## config.mk

```make
export PLATFORM = sky130hd
export DESIGN_NAME = store_queue_flat
export DESIGN_NICKNAME = d
export VERILOG_FILES = /design/src/rtl/store_queue_pkg.sv /design/src/rtl/store_queue_if.sv /design/src/rtl/sq_fwd_match.sv /design/src/rtl/store_queue.sv /design/src/flat_wrapper.sv
export SDC_FILE = /design/constraint.sdc
export NUM_CORES = 1
export LEC_CHECK = 0
export ABC_CLOCK_PERIOD_IN_PS = 16900
export CAP_MARGIN = 10
export CORE_ASPECT_RATIO = 0.6
export CORE_UTILIZATION = 60
export CTS_BUF_LIST = sky130_fd_sc_hd__clkbuf_8
export DETAILED_ROUTE_END_ITERATION = 8
export PLACE_DENSITY = 0.86
export REMOVE_ABC_BUFFERS = 1
export SKIP_CTS_REPAIR_TIMING = 1
export SLEW_MARGIN = 0
export SYNTH_ARGS = -nofsm -noshare
export SYNTH_HDL_FRONTEND = slang
export SYNTH_SLANG_ARGS = --single-unit
```

## constraint.sdc

```tcl
create_clock -name clk -period 16.9 [get_ports clk]
set_input_delay 4.225 -clock clk [delete_from_list [all_inputs] [get_ports clk]]
set_output_delay 4.225 -clock clk [all_outputs]
set_load 0.05 [all_outputs]
```

## src/rtl/store_queue_pkg.sv

```systemverilog
// Shared types and constants for the store queue: entry layout, drain FSM encoding, default depth.
package store_queue_pkg;

  localparam int SQ_DEPTH = 8;

  typedef struct packed {
    logic [31:0] addr;
    logic [31:0] wdata;
    logic [3:0]  wstrb;
    logic [2:0]  size;
  } store_queue_entry_t;

  typedef enum logic [1:0] {
    SQ_IDLE = 2'd0,
    SQ_REQ  = 2'd1,
    SQ_WAIT = 2'd2
  } sq_state_t;

  // Raw encodings used by the drain FSM register; kept equal to sq_state_t.
  localparam logic [1:0] ST_IDLE = 2'd0;
  localparam logic [1:0] ST_REQ  = 2'd1;
  localparam logic [1:0] ST_WAIT = 2'd2;

endpackage

```

## src/rtl/store_queue_if.sv

```systemverilog
// Store queue bus bundle: AGU push port, commit strobes, flush, DCache write port, status.
// Forwarding signals exist only when STORE_QUEUE_FWD_EN is defined.
interface store_queue_if #(
  parameter int DEPTH = 8,
  parameter int PTR_W = $clog2(DEPTH)
);
  // Push transfers on a cycle where push_valid && push_ready && !flush; push_ready never
  // depends on push_valid. The DCache request is held stable until dcache_addr_ok.
  logic               flush;
  logic               push_valid;
  logic               push_ready;
  logic [31:0]        push_addr;
  logic [31:0]        push_wdata;
  logic [3:0]         push_wstrb;
  logic [2:0]         push_size;
  logic               commit_store1_valid;
  logic               commit_store2_valid;
  logic               dcache_req;
  logic               dcache_wr;
  logic [3:0]         dcache_wstrb;
  logic [2:0]         dcache_size;
  logic [31:0]        dcache_addr;
  logic [31:0]        dcache_wdata;
  logic               dcache_addr_ok;
  logic               dcache_data_ok;
  logic               sq_empty;
  logic [PTR_W:0]     sq_committed_cnt;
`ifdef STORE_QUEUE_FWD_EN
  logic [31:0]        fwd_addr;
  logic [3:0]         fwd_wstrb;
  logic               fwd_hit;
  logic [31:0]        fwd_data;

  modport slave (
    input  flush, push_valid, push_addr, push_wdata, push_wstrb, push_size,
    input  commit_store1_valid, commit_store2_valid, dcache_addr_ok, dcache_data_ok,
    input  fwd_addr, fwd_wstrb,
    output push_ready, dcache_req, dcache_wr, dcache_wstrb, dcache_size, dcache_addr,
    output dcache_wdata, sq_empty, sq_committed_cnt, fwd_hit, fwd_data
  );
  modport master (
    output flush, push_valid, push_addr, push_wdata, push_wstrb, push_size,
    output commit_store1_valid, commit_store2_valid, dcache_addr_ok, dcache_data_ok,
    output fwd_addr, fwd_wstrb,
    input  push_ready, dcache_req, dcache_wr, dcache_wstrb, dcache_size, dcache_addr,
    input  dcache_wdata, sq_empty, sq_committed_cnt, fwd_hit, fwd_data
  );
`else
  modport slave (
    input  flush, push_valid, push_addr, push_wdata, push_wstrb, push_size,
    input  commit_store1_valid, commit_store2_valid, dcache_addr_ok, dcache_data_ok,
    output push_ready, dcache_req, dcache_wr, dcache_wstrb, dcache_size, dcache_addr,
    output dcache_wdata, sq_empty, sq_committed_cnt
  );
  modport master (
    output flush, push_valid, push_addr, push_wdata, push_wstrb, push_size,
    output commit_store1_valid, commit_store2_valid, dcache_addr_ok, dcache_data_ok,
    input  push_ready, dcache_req, dcache_wr, dcache_wstrb, dcache_size, dcache_addr,
    input  dcache_wdata, sq_empty, sq_committed_cnt
  );
`endif
endinterface

```

## src/rtl/sq_fwd_match.sv

```systemverilog
// Age-ordered forwarding search over live store queue entries (head..tail-1), youngest match wins.
// Compiled only when STORE_QUEUE_FWD_EN is defined.
`ifdef STORE_QUEUE_FWD_EN
module sq_fwd_match
  import store_queue_pkg::*;
#(
  parameter int DEPTH = SQ_DEPTH,
  parameter int PTR_W = $clog2(DEPTH)
) (
  input  store_queue_entry_t entries [DEPTH],
  input  logic [PTR_W-1:0]   head,
  input  logic [PTR_W:0]     count,
  input  logic [31:0]        fwd_addr,
  input  logic [3:0]         fwd_wstrb,
  output logic               fwd_hit,
  output logic [31:0]        fwd_data
);
  localparam int PW = PTR_W + 1;

  logic             found;
  logic [PTR_W-1:0] sel;
  logic [PTR_W-1:0] idx;

  always_comb begin
    found = 1'b0;
    sel   = '0;
    idx   = '0;
    for (int i = 0; i < DEPTH; i++) begin
      idx = head + PTR_W'(i);
      if (PW'(i) < count && entries[idx].addr[31:2] == fwd_addr[31:2]) begin
        found = 1'b1;
        sel   = idx;
      end
    end
    // A younger partial overlap shadows older full matches: the load must wait.
    fwd_hit  = found && (entries[sel].wstrb == fwd_wstrb);
    fwd_data = entries[sel].wdata;
  end
endmodule
`endif

```

## src/rtl/store_queue.sv

```systemverilog
// Circular store queue between AGU and DCache: speculative push, in-order commit and drain,
// flush of uncommitted entries. Optional store-to-load forwarding under STORE_QUEUE_FWD_EN.
module store_queue
  import store_queue_pkg::*;
#(
  parameter int DEPTH = SQ_DEPTH,
  parameter int PTR_W = $clog2(DEPTH)
) (
  input  logic         clk,
  input  logic         reset,
  store_queue_if.slave sq,
  output sq_state_t    sq_state
);
  localparam int PW = PTR_W + 1;

  logic [PTR_W:0]     head_q, head_d, cmt_q, cmt_d, tail_q, tail_d;
  logic [1:0]         state_q, state_d;
  store_queue_entry_t mem_q [DEPTH];
  store_queue_entry_t head_entry;
  logic [PTR_W:0]     occupancy, uncommitted, cmt_adv, head_inc;
  logic [1:0]         commit_n;
  logic               push_fire, pop;

  assign occupancy     = tail_q - head_q;
  assign sq.push_ready = occupancy != PW'(DEPTH);
  assign push_fire     = sq.push_valid && sq.push_ready && !sq.flush;
  assign commit_n      = {1'b0, sq.commit_store1_valid} + {1'b0, sq.commit_store2_valid};
  assign uncommitted   = tail_q - cmt_q;
  assign head_inc      = head_q + PW'(1);

  always_comb begin
    cmt_adv = (PW'(commit_n) < uncommitted) ? PW'(commit_n) : uncommitted;
    cmt_d   = cmt_q + cmt_adv;
    // Flush keeps everything committed, including commits landing this very cycle.
    tail_d  = sq.flush ? cmt_d : tail_q + PW'(push_fire);
    pop     = 1'b0;
    state_d = state_q;
    case (state_q)
      ST_IDLE: if (cmt_d != head_q) state_d = ST_REQ;
      ST_REQ: begin
        if (sq.dcache_addr_ok) begin
          state_d = ST_WAIT;
          pop     = sq.dcache_data_ok;
        end
      end
      ST_WAIT: pop = sq.dcache_data_ok;
      default: state_d = ST_IDLE;
    endcase
    if (pop) state_d = (cmt_d != head_inc) ? ST_REQ : ST_IDLE;
    head_d = pop ? head_inc : head_q;
  end

  always_ff @(posedge clk or posedge reset) begin
    if (reset) begin
      head_q  <= '0;
      cmt_q   <= '0;
      tail_q  <= '0;
      state_q <= ST_IDLE;
    end else begin
      head_q  <= head_d;
      cmt_q   <= cmt_d;
      tail_q  <= tail_d;
      state_q <= state_d;
    end
  end

  always_ff @(posedge clk) begin
    if (push_fire) begin
      mem_q[tail_q[PTR_W-1:0]] <= '{addr:  sq.push_addr,  wdata: sq.push_wdata,
                                    wstrb: sq.push_wstrb, size:  sq.push_size};
    end
  end

  assign head_entry          = mem_q[head_q[PTR_W-1:0]];
  assign sq.dcache_req       = (state_q == ST_REQ);
  assign sq.dcache_wr        = (state_q == ST_REQ);
  assign sq.dcache_addr      = head_entry.addr;
  assign sq.dcache_wdata     = head_entry.wdata;
  assign sq.dcache_wstrb     = head_entry.wstrb;
  assign sq.dcache_size      = head_entry.size;
  assign sq.sq_empty         = (head_q == tail_q);
  assign sq.sq_committed_cnt = cmt_q - head_q;
  assign sq_state            = sq_state_t'(state_q);

  // Commit retiring more stores than are pending is a pipeline bug; the advance is clamped.
  a_no_overcommit: assert property (@(posedge clk) disable iff (reset)
    PW'(commit_n) <= uncommitted);

`ifdef STORE_QUEUE_FWD_EN
  sq_fwd_match #(.DEPTH(DEPTH), .PTR_W(PTR_W)) u_fwd (
    .entries   (mem_q),
    .head      (head_q[PTR_W-1:0]),
    .count     (occupancy),
    .fwd_addr  (sq.fwd_addr),
    .fwd_wstrb (sq.fwd_wstrb),
    .fwd_hit   (sq.fwd_hit),
    .fwd_data  (sq.fwd_data)
  );
`endif

endmodule

```

## src/flat_wrapper.sv

```systemverilog
// flat-port wrapper written by rule: the top's interface ports become plain ports
module store_queue_flat import store_queue_pkg::*;
#(
  parameter int DEPTH = SQ_DEPTH,
  parameter int PTR_W = $clog2(DEPTH)
)
  (clk, reset, sq_state, sq_flush, sq_push_valid, sq_push_addr, sq_push_wdata, sq_push_wstrb, sq_push_size, sq_commit_store1_valid, sq_commit_store2_valid, sq_dcache_addr_ok, sq_dcache_data_ok, sq_push_ready, sq_dcache_req, sq_dcache_wr, sq_dcache_wstrb, sq_dcache_size, sq_dcache_addr, sq_dcache_wdata, sq_sq_empty, sq_sq_committed_cnt);
  store_queue_if #(.DEPTH(DEPTH), .PTR_W(PTR_W)) sq_i ();
  input  logic clk;
  input  logic reset;
  output sq_state_t sq_state;
  input wire logic [$bits(sq_i.flush)-1:0] sq_flush;
  input wire logic [$bits(sq_i.push_valid)-1:0] sq_push_valid;
  input wire logic [$bits(sq_i.push_addr)-1:0] sq_push_addr;
  input wire logic [$bits(sq_i.push_wdata)-1:0] sq_push_wdata;
  input wire logic [$bits(sq_i.push_wstrb)-1:0] sq_push_wstrb;
  input wire logic [$bits(sq_i.push_size)-1:0] sq_push_size;
  input wire logic [$bits(sq_i.commit_store1_valid)-1:0] sq_commit_store1_valid;
  input wire logic [$bits(sq_i.commit_store2_valid)-1:0] sq_commit_store2_valid;
  input wire logic [$bits(sq_i.dcache_addr_ok)-1:0] sq_dcache_addr_ok;
  input wire logic [$bits(sq_i.dcache_data_ok)-1:0] sq_dcache_data_ok;
  output wire logic [$bits(sq_i.push_ready)-1:0] sq_push_ready;
  output wire logic [$bits(sq_i.dcache_req)-1:0] sq_dcache_req;
  output wire logic [$bits(sq_i.dcache_wr)-1:0] sq_dcache_wr;
  output wire logic [$bits(sq_i.dcache_wstrb)-1:0] sq_dcache_wstrb;
  output wire logic [$bits(sq_i.dcache_size)-1:0] sq_dcache_size;
  output wire logic [$bits(sq_i.dcache_addr)-1:0] sq_dcache_addr;
  output wire logic [$bits(sq_i.dcache_wdata)-1:0] sq_dcache_wdata;
  output wire logic [$bits(sq_i.sq_empty)-1:0] sq_sq_empty;
  output wire logic [$bits(sq_i.sq_committed_cnt)-1:0] sq_sq_committed_cnt;
  assign sq_i.flush = sq_flush;
  assign sq_i.push_valid = sq_push_valid;
  assign sq_i.push_addr = sq_push_addr;
  assign sq_i.push_wdata = sq_push_wdata;
  assign sq_i.push_wstrb = sq_push_wstrb;
  assign sq_i.push_size = sq_push_size;
  assign sq_i.commit_store1_valid = sq_commit_store1_valid;
  assign sq_i.commit_store2_valid = sq_commit_store2_valid;
  assign sq_i.dcache_addr_ok = sq_dcache_addr_ok;
  assign sq_i.dcache_data_ok = sq_dcache_data_ok;
  assign sq_push_ready = sq_i.push_ready;
  assign sq_dcache_req = sq_i.dcache_req;
  assign sq_dcache_wr = sq_i.dcache_wr;
  assign sq_dcache_wstrb = sq_i.dcache_wstrb;
  assign sq_dcache_size = sq_i.dcache_size;
  assign sq_dcache_addr = sq_i.dcache_addr;
  assign sq_dcache_wdata = sq_i.dcache_wdata;
  assign sq_sq_empty = sq_i.sq_empty;
  assign sq_sq_committed_cnt = sq_i.sq_committed_cnt;
  store_queue #(.DEPTH(DEPTH), .PTR_W(PTR_W)) u_core (.clk(clk), .reset(reset), .sq(sq_i), .sq_state(sq_state));
endmodule
```

After elaboration in Yosys (flattened, before gate mapping)
Memories as Yosys holds them, arrays and structs flattened.
Cells that the tools add are included.
{ "classes": {"n_addsub": 7, "mux": 11, "order_cmp": 1, "eq_ne": 9, "reduce_logical": 5} }
{ "op_table": {"columns": ["cell", "count"], "rows": [
  ["$sub 4x4->4", 3],
  ["$mux 4", 2],
  ["$ne 4x4->1", 2],
  ["$mux 2", 3],
  ["$pmux 2 s3", 1],
  ["$add 4x1->4", 1],
  ["$add 4x1->4 const B", 1],
  ["$add 4x4->4", 1],
  ["$eq 4x4->1", 1],
  ["$lt 2x4->1", 1],
  ["$mux 1", 4],
  ["$ne 4x4->1 const B", 1],
  ["$ne 3x1->1 const B", 1],
  ["$ne 3x2->1 const B", 1],
  ["$reduce_and 3->1", 1],
  ["$add 1x1->2", 1],
  ["$eq 2x1->1 const B", 1],
  ["$eq 2x2->1 const B", 1],
  ["$logic_and 1x1->1", 2],
  ["$logic_not 2->1", 1],
  ["$ne 2x1->1 const B", 1],
  ["$pmux 1 s2", 1],
  ["$logic_not 1->1", 1]
]} }
{ "totals": {"ramBits": 568, "register_bits": 14, "output_inout_bits": 81, "elab_cells": 38, "mem_count": 1} }
{ "memory_table": {"columns": ["memory", "words", "width", "rd", "rd_ports_with_merged_regs", "write_ports", "line", "text"], "rows": [
  ["u_core.mem_q", 8, 71, 1, 0, 1, "store_queue.sv:18", "store_queue_entry_t mem_q [DEPTH];"]
]} }

Logic depth before layout (Yosys ltp)
Gate-level depths: netlist of run 1.
{ "depth": {"ltp_word": 8, "depth_mapped": 18} }

Worst setup path before layout of run 1
No wires, ideal clock.
{ "synth_timing": {"path_kind": "input to register", "startpoint": "input sq_push_valid", "endpoint": "memory u_core.mem_q[3][0] in the netlist's numbering (enable)", "path_slack_ns": 6.481, "cell_stages": 3, "arrival_ns": 9.816, "n_path_buf": 0, "setup_ns": 0.602, "path_cell_list": "nor2b_1 o311ai_1 nor3b_1"} }
{ "synth_via": {"elab_chain_cells": 4} }
{ "synth_rtl": {"columns": ["item", "line", "text"], "rows": [
  ["from (decl)", "flat_wrapper.sv:13", "input wire logic [$bits(sq_i.push_valid)-1:0] sq_push_valid;"],
  ["$logic_and 1x1->1 (2 in a row)", "store_queue.sv:26", "assign push_fire = sq.push_valid && sq.push_ready && !sq.flush;"],
  ["$mux 1", "store_queue.sv:68", "if (push_fire) begin"],
  ["$mux 1 (not written as such)", "store_queue.sv:69", "mem_q[tail_q[PTR_W-1:0]] <= '{addr: sq.push_addr, wdata: sq.push_wdata,"],
  ["to (decl)", "store_queue.sv:18", null]
]} }
No other way between the ends.

Final worst setup path of run 1
{ "layout_timing": {"startpoint": "register u_core.head_q[2]", "endpoint": "output sq_sq_committed_cnt[3]"} }
{ "layout_via": {"elab_chain_cells": 1} }
{ "layout_rtl": {"columns": ["item", "line", "text"], "rows": [
  ["from (decl)", "store_queue.sv:16", "logic [PTR_W:0] head_q, head_d, cmt_q, cmt_d, tail_q, tail_d;"],
  ["from (signal assigned)", "store_queue.sv:55", "head_q <= '0;"],
  ["from (signal assigned)", "store_queue.sv:60", "head_q <= head_d;"],
  ["$sub 4x4->4", "store_queue.sv:82", "assign sq.sq_committed_cnt = cmt_q - head_q;"],
  ["to (decl)", "flat_wrapper.sv:30", "output wire logic [$bits(sq_i.sq_committed_cnt)-1:0] sq_sq_committed_cnt;"]
]} }
No other way between the ends.

==> key figures, run 1 <==
Worst setup path
  – Crit path required time: ~13000 ps
  – FF-to-FF path depth: 7
  – Worst Setup Start Kind: flop
  – CP Class: reg2out
  – RR Startpoint: u_core.head_q[2]$_DFFE_PP0P_
  – R2R Setup Slk: 11670 ps
  – CP arrival: 4910 ps
  – CP Max Fanout: 74
  – CP endpoint kind: primary output
  – Worst r2r dst: u_core.mem_q[7][68]$_DFFE_PP_

Hold path
  – Worst hold path type: reg2reg
  – WHS Endpoint: u_core.sq_state[0]$_DFFE_PP0P_
  – Hold_sp: u_core.sq_state[0]$_DFFE_PP0P_
  – Cells on Worst Hold Path: 1

Timing
  – Crit share post-route: 0.541
  – Tmin final: 9130 ps
  – Clock skew: ~43 ps
  – Setup TNS: 0 ps
  – Final hold slack: between 500 and 600 ps
  – Final hold violations: 0
  – RSZ-0062 raised after global routing: no
  – Fmax: about 110 MHz
  – Slew Limit Fails: 0
  – Actual slew at the worst max-slew pin: between 1000 and 1500 ps
  – Slew Limit Headroom: 0.242
  – Final setup vio count: 0

Floorplanning
  – FP Rows: between 50 and 60
  – Core area: between 0.03 and 0.04 mm2
  – I/O Pins: 160
  – Die Wd: around 250 um
  – Die ar.: roughly 0.039 mm2
  – Die H: roughly 150 um
  – Initial Util: 0.617

Route
  – WL/cell: roughly 24 um
  – DRC viols: 0
  – Iteration-0 DRC Markers: between 900 and 1000
  – DR vias: ~11000
  – Vias/cell: 5.91
  – First-pass DRT Iterations: 4
  – Drt total wl: about 44 mm
  – Post-route ant nets: 0

Power
  – Sequential share of power: 0.389
  – Pwr Total: 4.80 mW
  – Maximum VDD drop: approximately 130 uV
  – Switching part of the total: 0.383
  – Clock power share: 0.196
  – Comb pwr share: 0.415
  – P_sw: 1.84 mW
  – Internal: roughly 3.0 mW
  – PD cells: around 180 mW/mm2
  – Leak: between 8 and 9 nW

Layout
  – Area Overhead vs Synth: 15.3%
  – Share of cells above drive strength 1: 0.197
  – Final #Nets: around 1400
  – Fillers: 2171

Clocking
  – Clock latency on the worst-skew pair: 650 ps
  – Clock root cell: clkbuf_8
  – H-tree Lvls: 3
  – Inserted Clock Buffers: about 80
  – Worst-path clk slew: approximately 70 ps
  – CTS tree: built
  – Num Clock Sinks: slightly below 600
  – Clock buffer depth: 3

Run
  – Reported max-cap violation count: 0

Synth
  – Synth warn: 0
  – Mapped Cells: roughly 1100
  – Post-Syn Area per Cell: 20.4 um2
  – Synth area leader: edfxtp_1
  – Synth Cell Area: 0.0227 mm2
  – Sequential area share after synthesis: 0.768
  – Async SR Flop Fraction: 0.0241
  – Synth top area share: 0.752
  – Synth Register Bits: a little under 600
  – Synth top cells by count: 568 x edfxtp_1, 219 x nand2_1, 142 x mux4_2, 20 x ha_1
  – Top_reg_cell synth: edfxtp_1
  – Number of synthesized flops with an enable pin: roughly 570
  – Synth cell types: 45
  – Count leader, synth: edfxtp_1
  – Top cells by area, synth: edfxtp_1 75%, mux4_2 14%, nand2_1 3.6%

Placed design
  – RePlAce Congestion: 0.761
  – Final HPWL DP: roughly 24 mm
  – Port bufs: about 160

Global routing
  – Congestion Overflow GR: 0
  – Vias in the first global route: between 10000 and 15000
  – Largest net degree at the start of global routing: 75
  – GRT Total Usage: 0.240
  – First-pass GRT wire length: roughly 68 mm
  – Antenna violations before repair: 1

Status
  – Outcome: complete, no violations
## power groups by stage
stage          Combinational (mW)  Sequential [mW]  Clock [mW]
2_1_floorplan                1.47             1.94           0
3_3_place_gp                 1.97             1.89           0
3_5_place_dp                 2.00             1.90           0
4_1_cts                      2.01             1.87       0.958
5_1_grt                      2.11             1.88        1.02
6_report                     1.99             1.87       0.941
## worst max path at each step
stage,from,endpoint,slack (ps),depth (start not counted)
2_1_floorplan,u_core.head_q[0]$_DFFE_PP0P_,u_core.mem_q[3][0]$_DFFE_PP_,4320,6
3_3_place_gp,u_core.head_q[2]$_DFFE_PP0P_,sq_sq_committed_cnt[3],8560,6
3_5_place_dp,u_core.head_q[2]$_DFFE_PP0P_,sq_sq_committed_cnt[3],8520,6
4_1_cts,u_core.head_q[2]$_DFFE_PP0P_,sq_sq_committed_cnt[3],7800,6
5_1_grt,u_core.head_q[2]$_DFFE_PP0P_,sq_sq_committed_cnt[3],7620,6
6_report,u_core.head_q[2]$_DFFE_PP0P_,sq_sq_committed_cnt[3],7770,6
## state kept, by name (all words and copies together) (netlist names)
name,flops
u_core.head_q,4
u_core.cmt_q,4
u_core.sq_state,2
u_core.mem_q,568
u_core.tail_q,4
## worst max-delay path: stages (launching register included)
cell	delay, ps
dfrtp_4	1110
clkinv_2	740
buf_4	590
ha_1	420
a21oi_1	260
xor2_1	180
clkdlybuf4s50_1	820
## layout by cell type, fill, tap and decap left out, drive strengths merged, types with 4 or more instances in the layout
cell	netlist	layout
buf	33	17
clkbuf	16	80
clkdlybuf4s50	0	159
clkinv	0	15
dfrtp	14	14
edfxtp	568	568
ha	20	20
inv	18	47
mux2	4	4
mux4	142	142
nand2	219	219
nand3	4	4
nor2	4	4
nor2b	4	4
nor3	4	4
nor3b	6	6
o21ai	7	7
xnor2	13	13
xor2	9	9
## cell type report
cell class | count | area, um2 | share of cell area
Sequential cell | 582 | 17400 | 0.666
Multi-Input combinational cell | 461 | 4990 | 0.191
Timing Repair Buffer | 176 | 1720 | 0.0657
Clock buffer | 80 | 1100 | 0.0421
Tap cell | 504 | 631 | 0.0241
Clock inverter | 48 | 226 | 0.00866
Inverter | 18 | 68.8 | 0.00263
Antenna cell | 1 | 2.50 | 0.0000957
## cell families after synthesis
logic type | count (synthesis) | synth area share
flops | 582 | 0.768
simple gates | 247 | 0.0441
mux | 149 | 0.144
buf+inv | 67 | 0.0143
fa+ha+maj | 23 | 0.0137
xor+xnor | 22 | 0.00949
compound gates | 19 | 0.00623
other cells | 1 | 0.000165
## stage by stage
stage / utilization / instance area [um2] / cells / setup WS [ps]
6_report: 0.712 / 26200 / 1870 / 7770
3_5_place_dp: 0.675 / 24800 / 1741 / 8520
2_1_floorplan: - / 22400 / 1061 / 4320
3_3_place_gp: 0.675 / 24800 / 1741 / 8560
4_1_cts: 0.711 / 26200 / 1869 / 7800
5_1_grt: 0.712 / 26200 / 1870 / 7620
## routing by layer
metal	vias up	global-route usage	part of all wire
met2	443	0.375	0.49
met4	0	0.0713	0.021
met5	-	0	0
li1	4806	-	-
met3	70	0.0574	0.072
met1	5734	0.344	0.42
No activity file was read; power rests on OpenSTA's default activity.
==> run 2: changes to the inputs <==
Settings changed: ABC_CLOCK_PERIOD_IN_PS 16900 to 9400.
Clock period 16.9 ns to 9.4 ns, I/O delays scaled along.
==> key figures, run 2 (synthesized netlist as in run 1, its figures left out) <==
Route
  – Drt total wl: 45.2 mm (+1.7%)
  – Vias/cell: 5.92 (+0.20%)
  – DR vias: 11164 (+1.0%)
  – Iteration-0 DRC Markers: 981 (-1.3%)
  – Post-route ant nets: 0 (unchanged)
  – First-pass DRT Iterations: 5 (+1)
  – WL/cell: 24.0 um (+0.91%)
  – DRC viols: 0 (unchanged)

Clocking
  – Clock buffer depth: 3 (unchanged)
  – H-tree Lvls: 3 (unchanged)
  – Num Clock Sinks: 582 (unchanged)
  – Clock root cell: clkbuf_8
  – Inserted Clock Buffers: 81 (+3.8%)
  – Worst-path clk slew: 60 ps (about the same)
  – CTS tree: built
  – Clock latency on the worst-skew pair: 630 ps (-20 ps)

Power
  – Switching part of the total: 0.381 (-0.00189)
  – Leak: 8.84 nW (+0.74%)
  – Internal: 5.40 mW (+83%)
  – PD cells: 332 mW/mm2 (+81%)
  – Comb pwr share: 0.419 (+0.004)
  – Pwr Total: 8.73 mW (+82%)
  – Sequential share of power: 0.377 (-0.012)
  – Clock power share: 0.204 (+0.008)
  – Maximum VDD drop: 212 uV (+65%)
  – P_sw: 3.33 mW (+81%)

Worst setup path
  – Worst Setup Start Kind: flop
  – Most common cell on crit path: nand2_1
  – CP Max Fanout: 77 (+4.1%)
  – Max incr delay on CP: 1110 ps (about the same)
  – CP Class: reg2out
  – Crit path required time: 7050 ps (-5630 ps)
  – Crit path cell chain: buf_4, mux4_2, nand2_1, nand2_1, clkdlybuf4s50_1
  – CP arrival: 4280 ps (-630 ps)
  – CP delay by family, top: buffers and inverters
  – CP endpoint kind: primary output
  – CP max stage cell: dfrtp_4
  – Buf/Inv on CP: 2 (-1)

Timing
  – Tmin final: around 6600 ps
  – Actual slew at the worst max-slew pin: 1120 ps (-20.7 ps)
  – Final setup vio count: 0 (unchanged)
  – Final hold slack: 562 ps (+5.78 ps)
  – Final hold violations: 0 (unchanged)
  – Setup TNS: 0 ps (unchanged)
  – Slew Limit Headroom: 0.255 (+0.0138)
  – Crit share post-route: 0.706
  – Clock skew: 22.9 ps (-20.5 ps)
  – Fmax: roughly 150 MHz
  – Slew Limit Fails: 0 (unchanged)
  – RSZ-0062 raised after global routing: no

Global routing
  – GRT Total Usage: 0.244 (+0.00344)
  – GR Util met3: 0.0542 (-0.00325)
  – Congestion Overflow GR: 0 (unchanged)
  – Met1 Usage GRT: 0.357 (+0.0129)
  – Antenna violations before repair: 3 (+2)
  – First-pass GRT wire length: 69.2 mm (+1.9%)
  – Largest net degree at the start of global routing: 78 (+4.0%)
  – Vias in the first global route: 11668 (+1.7%)
  – Most used routing layer in global routing: met2
  – Routing usage on met2: 0.377 (+0.00222)

Layout
  – Post-route insts no fill: 1885 (+0.80%)
  – Share of cells above drive strength 1: 0.201 (+0.00438)
  – FF+latch area: 0.0174 mm2 (unchanged)
  – Most common cell after layout, fill and taps aside: edfxtp_1
  – Most frequent cells in the layout: 568 x edfxtp_1, 219 x nand2_1, 159 x clkdlybuf4s50_1
  – Area Overhead vs Synth: 15.9%
  – Final #Nets: 1422 (+0.21%)
  – Multi-input gate area: 0.00499 mm2 (unchanged)
  – Final core utilization: 0.715 (+0.00371)
  – Number of flip-flops in the largest register: 568 (unchanged)
  – Fillers: 2168 (-0.14%)

Run
  – Reported max-cap violation count: 0 (unchanged)

Floorplanning
  – Die Wd: 253 um (unchanged)
  – FP Rows: 54 (unchanged)
  – Die ar.: 0.0386 mm2 (unchanged)
  – I/O Pins: 160 (unchanged)
  – Core area: 0.0368 mm2 (unchanged)
  – Initial Util: 0.617 (unchanged)
  – Die H: 153 um (unchanged)

Placed design
  – Port bufs: 159 (unchanged)
  – Final HPWL DP: 24.2 mm (-0.98%)
  – Placed insts: 1741 (unchanged)
  – RePlAce Congestion: 0.800 (+5.1%)

Status
  – Outcome: complete, no violations

Hold path
  – Worst hold path type: reg2reg
## run 2: path summary, 6_finish.rpt
kind                       cells past startpoint  slack [ps]                          from                              to
min in group asynchronous                      2        2060                         reset  u_core.sq_state[0]$_DFFE_PP0P_
hold / removal                                 1         560  u_core.head_q[3]$_DFFE_PP0P_    u_core.head_q[3]$_DFFE_PP0P_
hold reg to reg                                1         560  u_core.head_q[3]$_DFFE_PP0P_    u_core.head_q[3]$_DFFE_PP0P_
max in group asynchronous                      2        6930                         reset    u_core.head_q[1]$_DFFE_PP0P_
setup reg to reg                               8        4870  u_core.head_q[1]$_DFFE_PP0P_   u_core.mem_q[7][64]$_DFFE_PP_
setup / recovery                               5        2770  u_core.head_q[1]$_DFFE_PP0P_              sq_dcache_addr[22]
## run 2: worst reg2reg max path: cells and delay by family (launching register included)
family,cells,cell delay [ps]
and+or+nand+nor,3,1120
AOI/OAI and AO/OA,2,480
DFF,1,1110
buffers and inverters,2,1020
adders and majority gates,1,370
## run 2: through the flow
stage	worst slack, ps	cell area [um2]
global placement	3420	24800
finish	2770	26300
global route	2560	26300
floorplan	-3180	22400
CTS	2680	26300
detailed placement	3370	24800
## run 2: area by class of cell
cell class                 instances  area share
multi-input combinational        461       0.190
clock buffer                      83      0.0435
sequential                       582       0.663
tap                              504      0.0240
antenna                            1   0.0000952
timing repair buffer             176      0.0659
inverter                          18     0.00262
clock inverter                    60      0.0118
## run 2: power groups by stage
| stage | Combinational, mW | Clock (mW) | Sequential [mW] |
|---|---|---|---|
| final | 3.66 | 1.78 | 3.29 |
| after global routing | 3.89 | 1.92 | 3.32 |
| after CTS | 3.69 | 1.82 | 3.30 |
| after floorplan | 2.64 | 0 | 3.49 |
| after detailed placement | 3.67 | 0 | 3.35 |
| after global placement | 3.62 | 0 | 3.33 |
## run 2: per-layer routing
layer,up-vias,share of wire
met5,-,0.00055
met4,4,0.019
met3,81,0.072
li1,4832,-
met2,469,0.49
met1,5778,0.42
